==> src/rtl/poll_sched_pkg.sv <==
// Shared definitions for the poll scheduler: strobe-bus width, default ADC channel addresses, FSM states.
// Latency: n/a (definitions only).  Backpressure: n/a.
package poll_sched_pkg;
   localparam int N_SRC_DEF = 21;
   localparam int N_CH_DEF  = 3;
   localparam logic [8*N_CH_DEF-1:0] CH_ADDR_DEF = {8'd6, 8'd5, 8'd4};

   typedef enum logic [1:0] {
      S_IDLE = 2'd0,
      S_EMIT = 2'd1,
      S_GAP  = 2'd2
   } state_t;
endpackage

==> src/rtl/poll_sched_rr_next.sv <==
// Finds the lowest enabled channel above base (or at base when incl is set).
// Latency: combinational.  Backpressure: none.
module rr_next #(
   parameter int N_CH = 3,
   parameter int CW   = 2
) (
   input  logic [N_CH-1:0] mask,
   input  logic [CW-1:0]   base,
   input  logic            incl,
   output logic            found,
   output logic [CW-1:0]   nxt
);
   // Scan downwards so the lowest qualifying index is the last one written.
   always_comb begin
      found = 1'b0;
      nxt   = '0;
      for (int i = N_CH - 1; i >= 0; i--) begin
         if (mask[i] && ((i > int'(base)) || (incl && (i == int'(base))))) begin
            found = 1'b1;
            nxt   = CW'(i);
         end
      end
   end
endmodule

==> src/rtl/poll_sched.sv <==
// Poll scheduler: every PERIOD clocks injects per-channel commands into the slave strobe stream; host bytes have priority.
// Latency: host byte 1 clk when idle, up to CMD_BYTES extra during a poll command; first poll byte 1 clk after wrap.
// Backpressure: none upstream; a 1-deep pending register absorbs one host byte per command, further bytes drop (host_ovf).
module poll_sched
   import poll_sched_pkg::*;
#(
   parameter int                N_SRC     = N_SRC_DEF,
   parameter int                N_CH      = N_CH_DEF,
   parameter logic [8*N_CH-1:0] CH_ADDR   = CH_ADDR_DEF,
   parameter int                CMD_BYTES = 2,
   parameter int                PERIOD    = 4800000,
   parameter int                HOST_IDLE = 8192
) (
   input  logic                        clk,
   input  logic                        n_rst,
   input  logic [7:0]                  host_data,
   input  logic [N_SRC-1:0]            host_valid_bus,
   input  logic                        enable,
   input  logic [N_CH-1:0]             ch_mask,
   input  logic [8*CMD_BYTES*N_CH-1:0] cmd_table,
   input  logic                        clr_flags,
   output logic [7:0]                  q,
   output logic [N_SRC-1:0]            valid_bus,
   output logic                        busy,
   output logic                        host_ovf,
   output logic                        overrun,
   output logic [15:0]                 rounds_done
);
   localparam int CW = (N_CH > 1) ? $clog2(N_CH) : 1;
   localparam int IW = (CMD_BYTES > 1) ? $clog2(CMD_BYTES) : 1;
   localparam int PW = (PERIOD > 1) ? $clog2(PERIOD) : 1;
   localparam int QW = $clog2(HOST_IDLE + 1);
   localparam logic [PW-1:0] P_LAST = PW'(PERIOD - 1);
   localparam logic [QW-1:0] Q_MAX  = QW'(HOST_IDLE);
   localparam logic [IW-1:0] I_LAST = IW'(CMD_BYTES - 1);

   state_t           state, state_n;
   logic [CW-1:0]    ch, ch_n;
   logic [IW-1:0]    idx, idx_n;
   logic             abort, abort_n;
   logic [PW-1:0]    pcnt;
   logic             round_req, req_clr, wrap;
   logic [QW-1:0]    quiet_cnt;
   logic             quiet, host_stb, done;
   logic             nx_found;
   logic [CW-1:0]    nx_ch;
   logic             pend_vld;
   logic [7:0]       pend_dat;
   logic [N_SRC-1:0] pend_bus;
   logic             host_free, host_direct, host_to_pend, pend_out, drop;
   logic [7:0]       poll_byte, poll_addr, q_n;
   logic [N_SRC-1:0] poll_bus, vb_n;

   assign host_stb = |host_valid_bus;
   assign quiet    = (quiet_cnt == Q_MAX);
   assign wrap     = enable && (pcnt == P_LAST);
   assign busy     = (state != S_IDLE);

   rr_next #(.N_CH(N_CH), .CW(CW)) u_rr_next (
      .mask  (ch_mask),
      .base  ((state == S_IDLE) ? '0 : ch),
      .incl  (state == S_IDLE),
      .found (nx_found),
      .nxt   (nx_ch)
   );

   always_comb begin
      state_n = state;
      ch_n    = ch;
      idx_n   = idx;
      abort_n = abort | host_stb;
      req_clr = 1'b0;
      done    = 1'b0;
      case (state)
         S_IDLE: begin
            abort_n = 1'b0;
            if (round_req && !nx_found) begin
               req_clr = 1'b1;
            end else if (round_req && quiet && enable && !host_stb && !pend_vld) begin
               req_clr = 1'b1;
               state_n = S_EMIT;
               ch_n    = nx_ch;
               idx_n   = '0;
            end
         end
         S_EMIT: begin
            if (idx == I_LAST) state_n = S_GAP;
            else               idx_n   = idx + 1'b1;
         end
         S_GAP: begin
            idx_n = '0;
            if (abort_n || !enable) begin
               state_n = S_IDLE;
            end else if (nx_found) begin
               state_n = S_EMIT;
               ch_n    = nx_ch;
            end else begin
               state_n = S_IDLE;
               done    = 1'b1;
            end
         end
         default: state_n = S_IDLE;
      endcase
   end

   // Poll byte and strobe are looked up for the slot being loaded, so mask/table changes apply per byte.
   always_comb begin
      poll_byte = cmd_table[8*(int'(ch_n)*CMD_BYTES + int'(idx_n)) +: 8];
      poll_addr = CH_ADDR[8*int'(ch_n) +: 8];
      poll_bus  = '0;
      for (int i = 0; i < N_SRC; i++) begin
         if (int'(poll_addr) == i) poll_bus[i] = 1'b1;
      end
   end

   // A free output slot goes to the pending byte first, then to a fresh host byte.
   always_comb begin
      host_free    = (state == S_IDLE) || (state == S_GAP);
      pend_out     = host_free && pend_vld;
      host_direct  = host_free && !pend_vld && host_stb;
      host_to_pend = host_stb && !host_direct;
      drop         = host_to_pend && pend_vld && !pend_out;
      q_n          = '0;
      vb_n         = '0;
      if (state_n == S_EMIT) begin
         q_n  = poll_byte;
         vb_n = poll_bus;
      end else if (pend_out) begin
         q_n  = pend_dat;
         vb_n = pend_bus;
      end else if (host_direct) begin
         q_n  = host_data;
         vb_n = host_valid_bus;
      end
   end

   always_ff @(posedge clk or negedge n_rst) begin
      if (!n_rst) begin
         state       <= S_IDLE;
         ch          <= '0;
         idx         <= '0;
         abort       <= 1'b0;
         q           <= '0;
         valid_bus   <= '0;
         pend_vld    <= 1'b0;
         pend_dat    <= '0;
         pend_bus    <= '0;
         rounds_done <= '0;
      end else begin
         state     <= state_n;
         ch        <= ch_n;
         idx       <= idx_n;
         abort     <= abort_n;
         q         <= q_n;
         valid_bus <= vb_n;
         if (host_to_pend && (!pend_vld || pend_out)) begin
            pend_vld <= 1'b1;
            pend_dat <= host_data;
            pend_bus <= host_valid_bus;
         end else if (pend_out) begin
            pend_vld <= 1'b0;
         end
         if (done) rounds_done <= rounds_done + 16'd1;
      end
   end

   // Requests never stack: a wrap with one outstanding or in progress only flags overrun.
   always_ff @(posedge clk or negedge n_rst) begin
      if (!n_rst) begin
         pcnt      <= '0;
         round_req <= 1'b0;
         quiet_cnt <= Q_MAX;
         host_ovf  <= 1'b0;
         overrun   <= 1'b0;
      end else begin
         if (!enable) begin
            pcnt      <= '0;
            round_req <= 1'b0;
         end else begin
            pcnt <= wrap ? '0 : pcnt + 1'b1;
            if (wrap && !round_req && (state == S_IDLE)) round_req <= 1'b1;
            else if (req_clr)                            round_req <= 1'b0;
         end
         if (host_stb)           quiet_cnt <= '0;
         else if (!quiet)        quiet_cnt <= quiet_cnt + 1'b1;
         host_ovf <= drop | (host_ovf & ~clr_flags);
         overrun  <= (wrap && (round_req || (state != S_IDLE))) | (overrun & ~clr_flags);
      end
   end
endmodule
==> config.mk <==
export PLATFORM = sky130hd
export DESIGN_NAME = poll_sched
export DESIGN_NICKNAME = d
export VERILOG_FILES = /design/src/rtl/poll_sched_pkg.sv /design/src/rtl/poll_sched_rr_next.sv /design/src/rtl/poll_sched.sv
export SDC_FILE = /design/constraint.sdc
export NUM_CORES = 1
export LEC_CHECK = 0
export BUFFER_PORTS_ARGS = -buffer_cell sky130_fd_sc_hd__buf_2
export CORE_MARGIN = 5
export CORE_UTILIZATION = 54
export DETAILED_ROUTE_END_ITERATION = 10
export GPL_TIMING_DRIVEN = 0
export MAX_ROUTING_LAYER = met4
export PLACE_DENSITY = 0.9
export SLEW_MARGIN = 20
export SYNTH_ARGS = -nofsm -noshare
export SYNTH_HDL_FRONTEND = slang
export SYNTH_SLANG_ARGS = --single-unit
==> constraint.sdc <==
create_clock -name clk -period 3.13 [get_ports clk]
set_input_delay 0 -clock clk [delete_from_list [all_inputs] [get_ports clk]]
set_output_delay 0 -clock clk [all_outputs]
set_load 0.03 [all_outputs]
==> results of run 1 <==
-- Yosys cell counts, types with 4 or more instances --
cell type,number,area [um2]
and3_1,12,75.07
nand3_1,21,105.1
and2_1,4,25.02
ha_1,4,50.05
a22oi_1,27,202.7
mux2_2,30,337.8
buf_2,9,45.04
o21ai_0,8,40.04
mux2i_1,34,340.3
nand2_1,27,101.4
dfrtp_1,120,3003
a21oi_1,7,35.03
or3_1,5,31.28
inv_1,9,33.78
clkbuf_1,9,33.78
xnor2_1,22,192.7
a21o_1,8,60.06
nor2_1,73,274.0
nor3_1,5,25.02
o22ai_1,9,56.30
xor2_1,22,192.7
nand4_1,14,87.58
-- through the flow --
step / total power [W] / setup slack (ns) / std cells
after floorplan: 0.001758 / 0.8222 / 538
after global placement: 0.001884 / 0.5498 / 809
after CTS: 0.003947 / 0.04497 / 920
after detailed placement: 0.001901 / 0.4659 / 810
final: 0.004033 / -0.2835 / 929
after global routing: 0.004124 / -0.2388 / 929
-- per-layer routing --
| layer | share of wire (%) | track usage [%] | up-vias |
|---|---|---|---|
| li1 | - | - | 2394 |
| met1 | 32 | 34.73 | 2785 |
| met2 | 50 | 55.41 | 532 |
| met3 | 9.1 | 6.765 | 221 |
| met4 | 8.9 | 20.35 | 0 |
| met5 | 0 | - | - |
-- logic make-up after synthesis --
family / count (synthesis) / synth area share, %
AND/OR/NAND/NOR: 193 / 17.70
flip-flops: 121 / 51.27
AO/OA/AOI/OAI: 76 / 9.085
multiplexers: 64 / 11.48
XOR/XNOR: 44 / 6.522
buffers and inverters: 35 / 2.922
adder cells (fa/ha/maj): 5 / 1.017
-- worst min path at each step --
stage,depth (start not counted),end,start
floorplan,0,abort,n_rst
global placement,2,pend_dat[1],host_data[1]
detailed placement,1,pend_bus[18],n_rst
CTS,4,q[3],cmd_table[19]
global route,4,q[1],cmd_table[41]
finish,4,q[1],cmd_table[41]
-- worst min-delay path, stage by stage --
cell     delay (ns)
buf_2          0.09
mux2i_1        0.08
mux2i_1        0.14
a21o_1         0.14
-- cell type report --
type / instances / area [um2] / share of cell area, %
sequential: 121 / 3033 / 36.75
multi-input combinational: 382 / 2724 / 33.00
timing repair buffer: 218 / 1545 / 18.72
clock buffer: 19 / 431.7 / 5.230
tap: 140 / 175.2 / 2.122
clock inverter: 13 / 168.9 / 2.047
buffer: 24 / 131.4 / 1.592
inverter: 11 / 41.29 / 0.5003
antenna: 1 / 2.502 / 0.03032
-- where the power goes --
group          internal [W]  switching [W]
Combinational      0.000168       0.000202
Clock               0.00124       0.000787
Sequential          0.00161      0.0000257
-- sequential cells by signal, summed over array words and instances, names as in the netlist --
name / count
pend_vld: 1
rounds_done: 16
pcnt: 23
valid_bus: 21
abort: 1
quiet_cnt: 14
host_ovf: 1
pend_dat: 8
pend_bus: 21
q: 8
idx: 1
round_req: 1
state: 2
overrun: 1
ch: 2
-- what timing repair did --
action                                  CTS  global route
gates resized for setup                   0             9
endpoints found under the hold margin   184             1
hold buffers                             78             2
endpoints found under the setup margin    0             8
setup buffers                             0             8
==> impl_metrics.env, run 1 <==
export IMPL_status="finished with violations"
export IMPL_violations="negative hold slack, negative setup slack"
export IMPL_synthArstFlopShare_pct=100.0
export IMPL_final_common_cell="buf_2"
export IMPL_setup_slack_ns=-0.2835
export IMPL_finish_instance_area_um2=8253
export IMPL_num_io_pins=132
export IMPL_routabilityCongestion=0.8651
export IMPL_synth_area_per_cell_um2=10.98
export IMPL_layout_common_cells="139 x buf_2, 117 x dfrtp_1, 75 x dlygate4sd3_1"
export IMPL_routedWlPerCell_um=24.03
export IMPL_core_area_um2=10790
export IMPL_dr_pass1_iters=7
export IMPL_cts_max_path_buffers=2
export IMPL_power_density_nw_per_um2=488.7
export IMPL_rows=38
export IMPL_placed_cell_area_um2=6773
export IMPL_peakVddDrop_mv=0.3727
export IMPL_relSlewSlack_pct=51.36
export IMPL_dp_final_hpwl_mm=10.51
export IMPL_grt_pass1_vias=6035
export IMPL_final_setup_tns_ns=-0.5953
export IMPL_ff2ff_setup_slack_ns=-0.17
export IMPL_hold_class="input port to register"
export IMPL_endpoint_kind="register"
export IMPL_area_growth_pct=39.69
export IMPL_r2r_cells=12
export IMPL_cp_depth=12
export IMPL_worst_setup_path_type="input port to register"
export IMPL_fp_dieArea_um2=13130
export IMPL_ys_ff_latch=121
export IMPL_cp_buffers_inverters=4
export IMPL_insertion_delay_ns=0.52
export IMPL_numCtsBuffers=17
export IMPL_drtAntennaViolNets=0
export IMPL_fin_hold_ws_ns=-0.03173
export IMPL_yosys_warnings=0
export IMPL_initial_core_util_pct=54.74
export IMPL_grt_overflow=0
export IMPL_worst_slew_pin_slew_ns=0.7269
export IMPL_die_height_um=114.6
export IMPL_vias=5932
export IMPL_critical_path_max_stage_delay_ns=0.57
export IMPL_final_core_util_pct=76.47
export IMPL_synth_edff_count=0
export IMPL_dr_first_iter_drc_count=596
export IMPL_fin_skew_ns=0.01237
export IMPL_clock_fmax_ghz=0.2930
export IMPL_setup_viol=6
export IMPL_startpoint_type="input port"
export IMPL_fin_crit_sh_pct=109.1
export IMPL_synth_cells=538
export IMPL_drt_vias_per_instance=6.385
export IMPL_drive_gt1_share_pct=30.08
export IMPL_grt_use_total_pct=32.67
export IMPL_grt_pass1_wl_mm=31.95
export IMPL_regToRegEndpoint="q[0]"
export IMPL_die_w_um=114.6
export IMPL_route_detailed_drc=0
export IMPL_finalMaxSlewViolations=0
export IMPL_io_buffers=131
export IMPL_n_fill_cell=563
export IMPL_cts_clk_slew_worst_paths_ns=0.06
export IMPL_synth_cell_types=61
export IMPL_rr_startpoint="quiet_cnt[1]"
export IMPL_p_leak_nw=3.766
export IMPL_antenna_found_initial=1
export IMPL_yosysSeqAreaShare_pct=51.27
export IMPL_cts_tree="done"
export IMPL_critPathMaxFanout=7
export IMPL_finalCriticalPeriod_ns=3.413
export IMPL_synth_area_um2=5908
export IMPL_grt_max_degree=84
export IMPL_worstPathCellList="dlygate4sd3_1 -> buf_2 -> nor4_1 -> nand4_1 -> nor4_4 -> a31oi_2 -> o21a_1 -> buf_6 -> mux2i_1 -> dlygate4sd3_1 -> mux2i_1 -> a21o_1"
export IMPL_cp_required_ns=3.57
export IMPL_hold_viol=1
export IMPL_slowest_stage="dlygate4sd3_1"
export IMPL_maxCapViolCount=0
export IMPL_crit_arrival_ns=3.86
export IMPL_cts_sinks=121
export IMPL_h_tree_depth=4
export IMPL_synth_ff_type="dfrtp_1"
export IMPL_nNetsFinal=863
export IMPL_clockRootBuffer="clkbuf_8"
export IMPL_drt_wl_total_mm=22.33
export IMPL_crit_start="host_valid_bus[13]"
export IMPL_syn_nets=626
export IMPL_setup_worst_path_end="q[0]"
export IMPL_crit_family="buffers and inverters"
(Power assumes the default switching activity.)
==> inputs of run 2 (changes only) <==
- CORE_UTILIZATION: 54 -> 49
- PLACE_DENSITY: 0.9 -> 0.86
- clock period: 3.13 -> 3 ns (I/O delays scaled with it)
==> impl_metrics.env, run 2 (synthesized netlist as in run 1, its figures left out) <==
export IMPL_largest_reg_flops=23
export IMPL_totalPowerFinal_w=0.003963
export IMPL_die_height_um=119.8
export IMPL_cts_tree="done"
export IMPL_critical_path_max_stage_delay_ns=0.55
export IMPL_hold_viol=0
export IMPL_maxCapViolCount=0
export IMPL_clock_fmax_ghz=0.3600
export IMPL_final_common_cell="buf_2"
export IMPL_fin_skew_ns=0.01103
export IMPL_routabilityCongestion=0.9389
export IMPL_core_area_um2=11910
export IMPL_crit_arrival_ns=3.08
export IMPL_routedWlPerCell_um=17.89
export IMPL_endpoint_kind="register"
export IMPL_dr_first_iter_drc_count=242
export IMPL_dr_pass1_iters=5
export IMPL_antenna_found_initial=0
export IMPL_cts_max_path_buffers=2
export IMPL_rows=40
export IMPL_reg_top3="pcnt x23, pend_bus x21, valid_bus x21"
export IMPL_drt_vias_per_instance=5.624
export IMPL_cp_required_ns=3.30
export IMPL_grt_use_total_pct=23.48
export IMPL_die_w_um=119.8
export IMPL_rsz0062_at_grt="false"
export IMPL_hold_class="input port to register"
export IMPL_grt_overflow=0
export IMPL_peakVddDrop_mv=0.4533
export IMPL_initial_core_util_pct=49.60
export IMPL_drtAntennaViolNets=0
export IMPL_insertion_delay_ns=0.42
export IMPL_route_detailed_drc=0
export IMPL_critPathMaxFanout=10
export IMPL_vias=5011
export IMPL_area_growth_pct=31.47
export IMPL_finalMaxSlewViolations=0
export IMPL_clockRootBuffer="clkbuf_16"
export IMPL_grt_pass1_vias=5365
export IMPL_final_core_util_pct=65.21
export IMPL_relSlewSlack_pct=59.74
export IMPL_startpoint_type="input port"
export IMPL_fin_crit_sh_pct=92.61
export IMPL_setup_viol=0
export IMPL_worst_setup_path_type="input port to register"
export IMPL_finalCriticalPeriod_ns=2.778
export IMPL_worstPathCellList="dlygate4sd3_1 -> buf_2 -> nor4_1 -> nand4_1 -> nand2b_1 -> buf_2 -> o21ai_1 -> buf_2 -> buf_2 -> mux2_2"
export IMPL_cts_clk_slew_worst_paths_ns=0.06
export IMPL_final_setup_tns_ns=0
export IMPL_power_density_nw_per_um2=510.2
export IMPL_cts_sinks=121
export IMPL_dp_final_hpwl_mm=10.66
export IMPL_fp_dieArea_um2=14350
export IMPL_drive_gt1_share_pct=29.61
export IMPL_num_io_pins=132
export IMPL_cpMostUsedCell="buf_2"
export IMPL_h_tree_depth=4
export IMPL_layout_common_cells="139 x buf_2, 120 x dfrtp_1, 73 x nor2_1"
export IMPL_drt_wl_total_mm=15.94
export IMPL_nNetsFinal=818
export IMPL_worst_slew_pin_slew_ns=0.6017
export IMPL_numCtsBuffers=17
export IMPL_slowest_stage="dlygate4sd3_1"
export IMPL_p_leak_nw=3.526
export IMPL_grt_pass1_wl_mm=26.03
export IMPL_status="finished, final reports clean"
export IMPL_io_buffers=131
export IMPL_regMostFlops="pcnt"
export IMPL_grt_max_degree=72
[run 2: worst max-delay path: cells and delay by family]
family                 cells  cell delay, ns
and+or+nand+nor            3            1.05
muxes                      1            0.38
buffers and inverters      5            1.53
AOI/OAI and AO/OA          1            0.12
[run 2: routing by layer]
metal / up-vias / GRT usage, % / wire, um
li1: 2318 / - / -
met2: 168 / 40.04 / 8542
met5: - / - / 0
met4: 0 / 12.10 / 548
met3: 49 / 4.571 / 551
met1: 2476 / 26.29 / 6294
[run 2: repair_timing]
item / in CTS / in global routing
hold buffers: 41 / 0
setup buffers: 0 / 0
hold endpoints to repair: 178 / 0
gates resized for setup: 0 / 0
[run 2: layout make-up]
class	instances	area (um2)
Clock buffer	21	460.4
Sequential cell	121	3029
Clock inverter	11	112.6
Fill cell	906	4144
Inverter	11	41.29
Buffer	24	131.4
Antenna cell	1	2.502
Timing Repair Buffer	173	1100
Multi-Input combinational cell	382	2706
Tap cell	147	183.9
[run 2: power by group]
group	switching, W	leakage [nW]	internal (W)	total (W)
combinational	0.000168	1.70	0.000141	0.000308
clock	0.000765	0.279	0.00120	0.00196
sequential	0.0000183	1.54	0.00168	0.00169
total	0.000951	3.53	0.00301	0.00396
[run 2: final timing paths]
| kind | from | end | slack [ns] | depth (start not counted) |
|---|---|---|---|---|
| setup / recovery | host_valid_bus[13] | pend_dat[2] | 0.22 | 10 |
| hold / removal | cmd_table[32] | q[0] | 0.02 | 4 |
| setup reg to reg | quiet_cnt[0] | q[4] | 0.23 | 11 |
| hold reg to reg | pcnt[0] | pcnt[0] | 0.46 | 1 |
| max in group asynchronous | n_rst | rounds_done[15] | 2.21 | 3 |
| min in group asynchronous | n_rst | valid_bus[10] | 0.08 | 2 |
[run 2: per-stage QoR]
step	hold WS, ns	setup WS, ns	cell area, um2	cells
2_1_floorplan	-0.2956	0.6922	5908	538
3_3_place_gp	0.2512	0.4027	6748	816
3_5_place_dp	-0.02605	0.3084	6782	817
4_1_cts	0.01318	0.2974	7765	890
5_1_grt	0.02734	0.06851	7765	890
6_report	0.01842	0.2218	7767	891
==> inputs of run 3 (changes only) <==
- CORE_UTILIZATION: 49 -> 54
- PLACE_DENSITY: 0.86 -> 0.9
- clock period: 3 -> 3.15 ns (I/O delays scaled with it)
==> impl_metrics.env, run 3 (synthesized netlist as in run 1, its figures left out) <==
export IMPL_status="finished with violations"
export IMPL_violations="negative hold slack, negative setup slack"
export IMPL_reg_top3="pcnt x23, pend_bus x21, valid_bus x21"
export IMPL_rows=38
export IMPL_slowest_stage="dlygate4sd3_1"
export IMPL_dr_first_iter_drc_count=566
export IMPL_grt_util_met1_pct=35.50
export IMPL_fp_dieArea_um2=13130
export IMPL_grt_use_total_pct=33.11
export IMPL_grt_pass1_wl_mm=32.27
export IMPL_crit_arrival_ns=3.67
export IMPL_rsz0062_at_grt="true"
export IMPL_crit_family="buffers and inverters"
export IMPL_route_detailed_drc=0
export IMPL_finalMaxSlewViolations=0
export IMPL_finalCriticalPeriod_ns=3.246
export IMPL_core_area_um2=10790
export IMPL_die_w_um=114.6
export IMPL_endpoint_kind="register"
export IMPL_dp_final_hpwl_mm=10.51
export IMPL_initial_core_util_pct=54.74
export IMPL_cts_sinks=121
export IMPL_hold_class="input port to register"
export IMPL_worstPathCellList="dlygate4sd3_1 -> buf_2 -> nor4_2 -> nand4_1 -> nor4_4 -> a31oi_1 -> o21a_1 -> buf_6 -> buf_8 -> mux2i_1 -> dlygate4sd3_1 -> mux2i_1 -> a21o_1"
export IMPL_relSlewSlack_pct=47.50
export IMPL_setup_viol=5
export IMPL_cp_required_ns=3.57
export IMPL_critPathMaxFanout=10
export IMPL_p_leak_nw=3.731
export IMPL_num_io_pins=132
export IMPL_dr_pass1_iters=7
export IMPL_worst_setup_path_type="input port to register"
export IMPL_drive_gt1_share_pct=29.46
export IMPL_fin_hold_ws_ns=-0.06223
export IMPL_numCtsBuffers=17
export IMPL_io_buffers=131
export IMPL_routabilityCongestion=0.8651
export IMPL_fin_skew_ns=0.008365
export IMPL_cts_clk_slew_worst_paths_ns=0.06
export IMPL_setup_slack_ns=-0.09637
export IMPL_vias=5652
export IMPL_final_core_util_pct=76.07
export IMPL_cts_tree="done"
export IMPL_insertion_delay_ns=0.53
export IMPL_hold_viol=1
export IMPL_drt_wl_total_mm=20.87
export IMPL_busiest_layer="met2"
export IMPL_worst_slew_pin_slew_ns=0.7841
export IMPL_nNetsFinal=859
export IMPL_grt_pass1_vias=6022
export IMPL_startpoint_type="input port"
export IMPL_fin_crit_sh_pct=103.1
export IMPL_drt_vias_per_instance=6.104
export IMPL_area_growth_pct=38.97
export IMPL_antenna_found_initial=0
export IMPL_power_density_nw_per_um2=484.3
export IMPL_n_fill_cell=554
export IMPL_die_height_um=114.6
export IMPL_maxCapViolCount=0
export IMPL_use_met3_pct=7.188
export IMPL_largest_reg_flops=23
export IMPL_cts_max_path_buffers=2
export IMPL_met2_usage_pct=56.15
export IMPL_peakVddDrop_mv=0.3989
export IMPL_grt_max_degree=84
export IMPL_routedWlPerCell_um=22.53
export IMPL_clockRootBuffer="clkbuf_8"
export IMPL_regMostFlops="pcnt"
export IMPL_grt_overflow=0
export IMPL_critical_path_max_stage_delay_ns=0.57
export IMPL_clock_fmax_ghz=0.3080
export IMPL_final_common_cell="buf_2"
export IMPL_pre_cts_slack_ns=0.4859
export IMPL_layout_common_cells="139 x buf_2, 119 x dfrtp_1, 76 x dlygate4sd3_1"
export IMPL_h_tree_depth=4
export IMPL_cp_buffers_inverters=5
export IMPL_drtAntennaViolNets=0
[run 3: cell types whose count changed in the layout (fill, tap and decap cells not counted), sizes merged, moves of 2 or more]
| cell | delta |
|---|---|
| buf | +6 |
| bufinv | +2 |
| clkbuf | -2 |
| dlygate4sd3 | +35 |
[run 3: what timing repair did]
item | CTS | global route
endpoints found under the setup margin | 0 | 8
gates resized for setup | 0 | 4
buffers inserted | 0 | 5
hold buffers | 78 | 3
endpoints found under the hold margin | 184 | 2
[run 3: worst paths after layout]
kind                                  endpoint  cells after the start          startpoint  slack (ns)
worst max-delay path                      q[4]                     13  host_valid_bus[10]        -0.1
worst min-delay path                      q[1]                      4        cmd_table[9]       -0.06
worst min register to register         pcnt[0]                      1             pcnt[0]        0.47
max in group asynchronous       rounds_done[3]                      4               n_rst        2.17
min in group asynchronous        quiet_cnt[13]                      3               n_rst        0.55
worst max register to register            q[4]                     13        quiet_cnt[0]        0.10
[run 3: per-stage QoR]
step | total power (W) | cells | instance area (um2) | TNS [ns]
finish | 0.003976 | 926 | 8210 | -0.3298
global route | 0.004075 | 924 | 8205 | -0.9987
CTS | 0.003922 | 920 | 8164 | 0
detailed placement | 0.001888 | 810 | 6773 | 0
global placement | 0.001872 | 809 | 6739 | 0
floorplan | 0.001747 | 538 | 5908 | 0
[run 3: worst min-delay path: stages]
cell and delay, ns:
buf_2 0.09, mux2i_1 0.06, mux2i_1 0.13, a21o_1 0.14
[run 3: final cells by class]
class	instances	area [um2]	area share [%]
clock buffers	19	431.7	5.258
clock inverters	13	168.9	2.057
well taps	140	175.2	2.133
repair buffers	214	1508	18.36
diodes	2	5.005	0.06096
inverters	11	41.29	0.5029
flip-flops and latches	121	3030	36.91
multi-input cells	382	2719	33.11
plain buffers	24	131.4	1.600
[run 3: where the power goes]
group          switching [W]  total [W]  internal, W
clock               0.000760    0.00200      0.00124
combinational       0.000193   0.000359     0.000166
sequential         0.0000250    0.00162      0.00160
total               0.000979    0.00398      0.00300
[run 3: routing by layer]
layer | share of wire [%] | vias up
li1 | - | 2385
met1 | 33 | 2690
met2 | 51 | 418
met3 | 7.9 | 159
met4 | 7.3 | 0
met5 | 0 | -
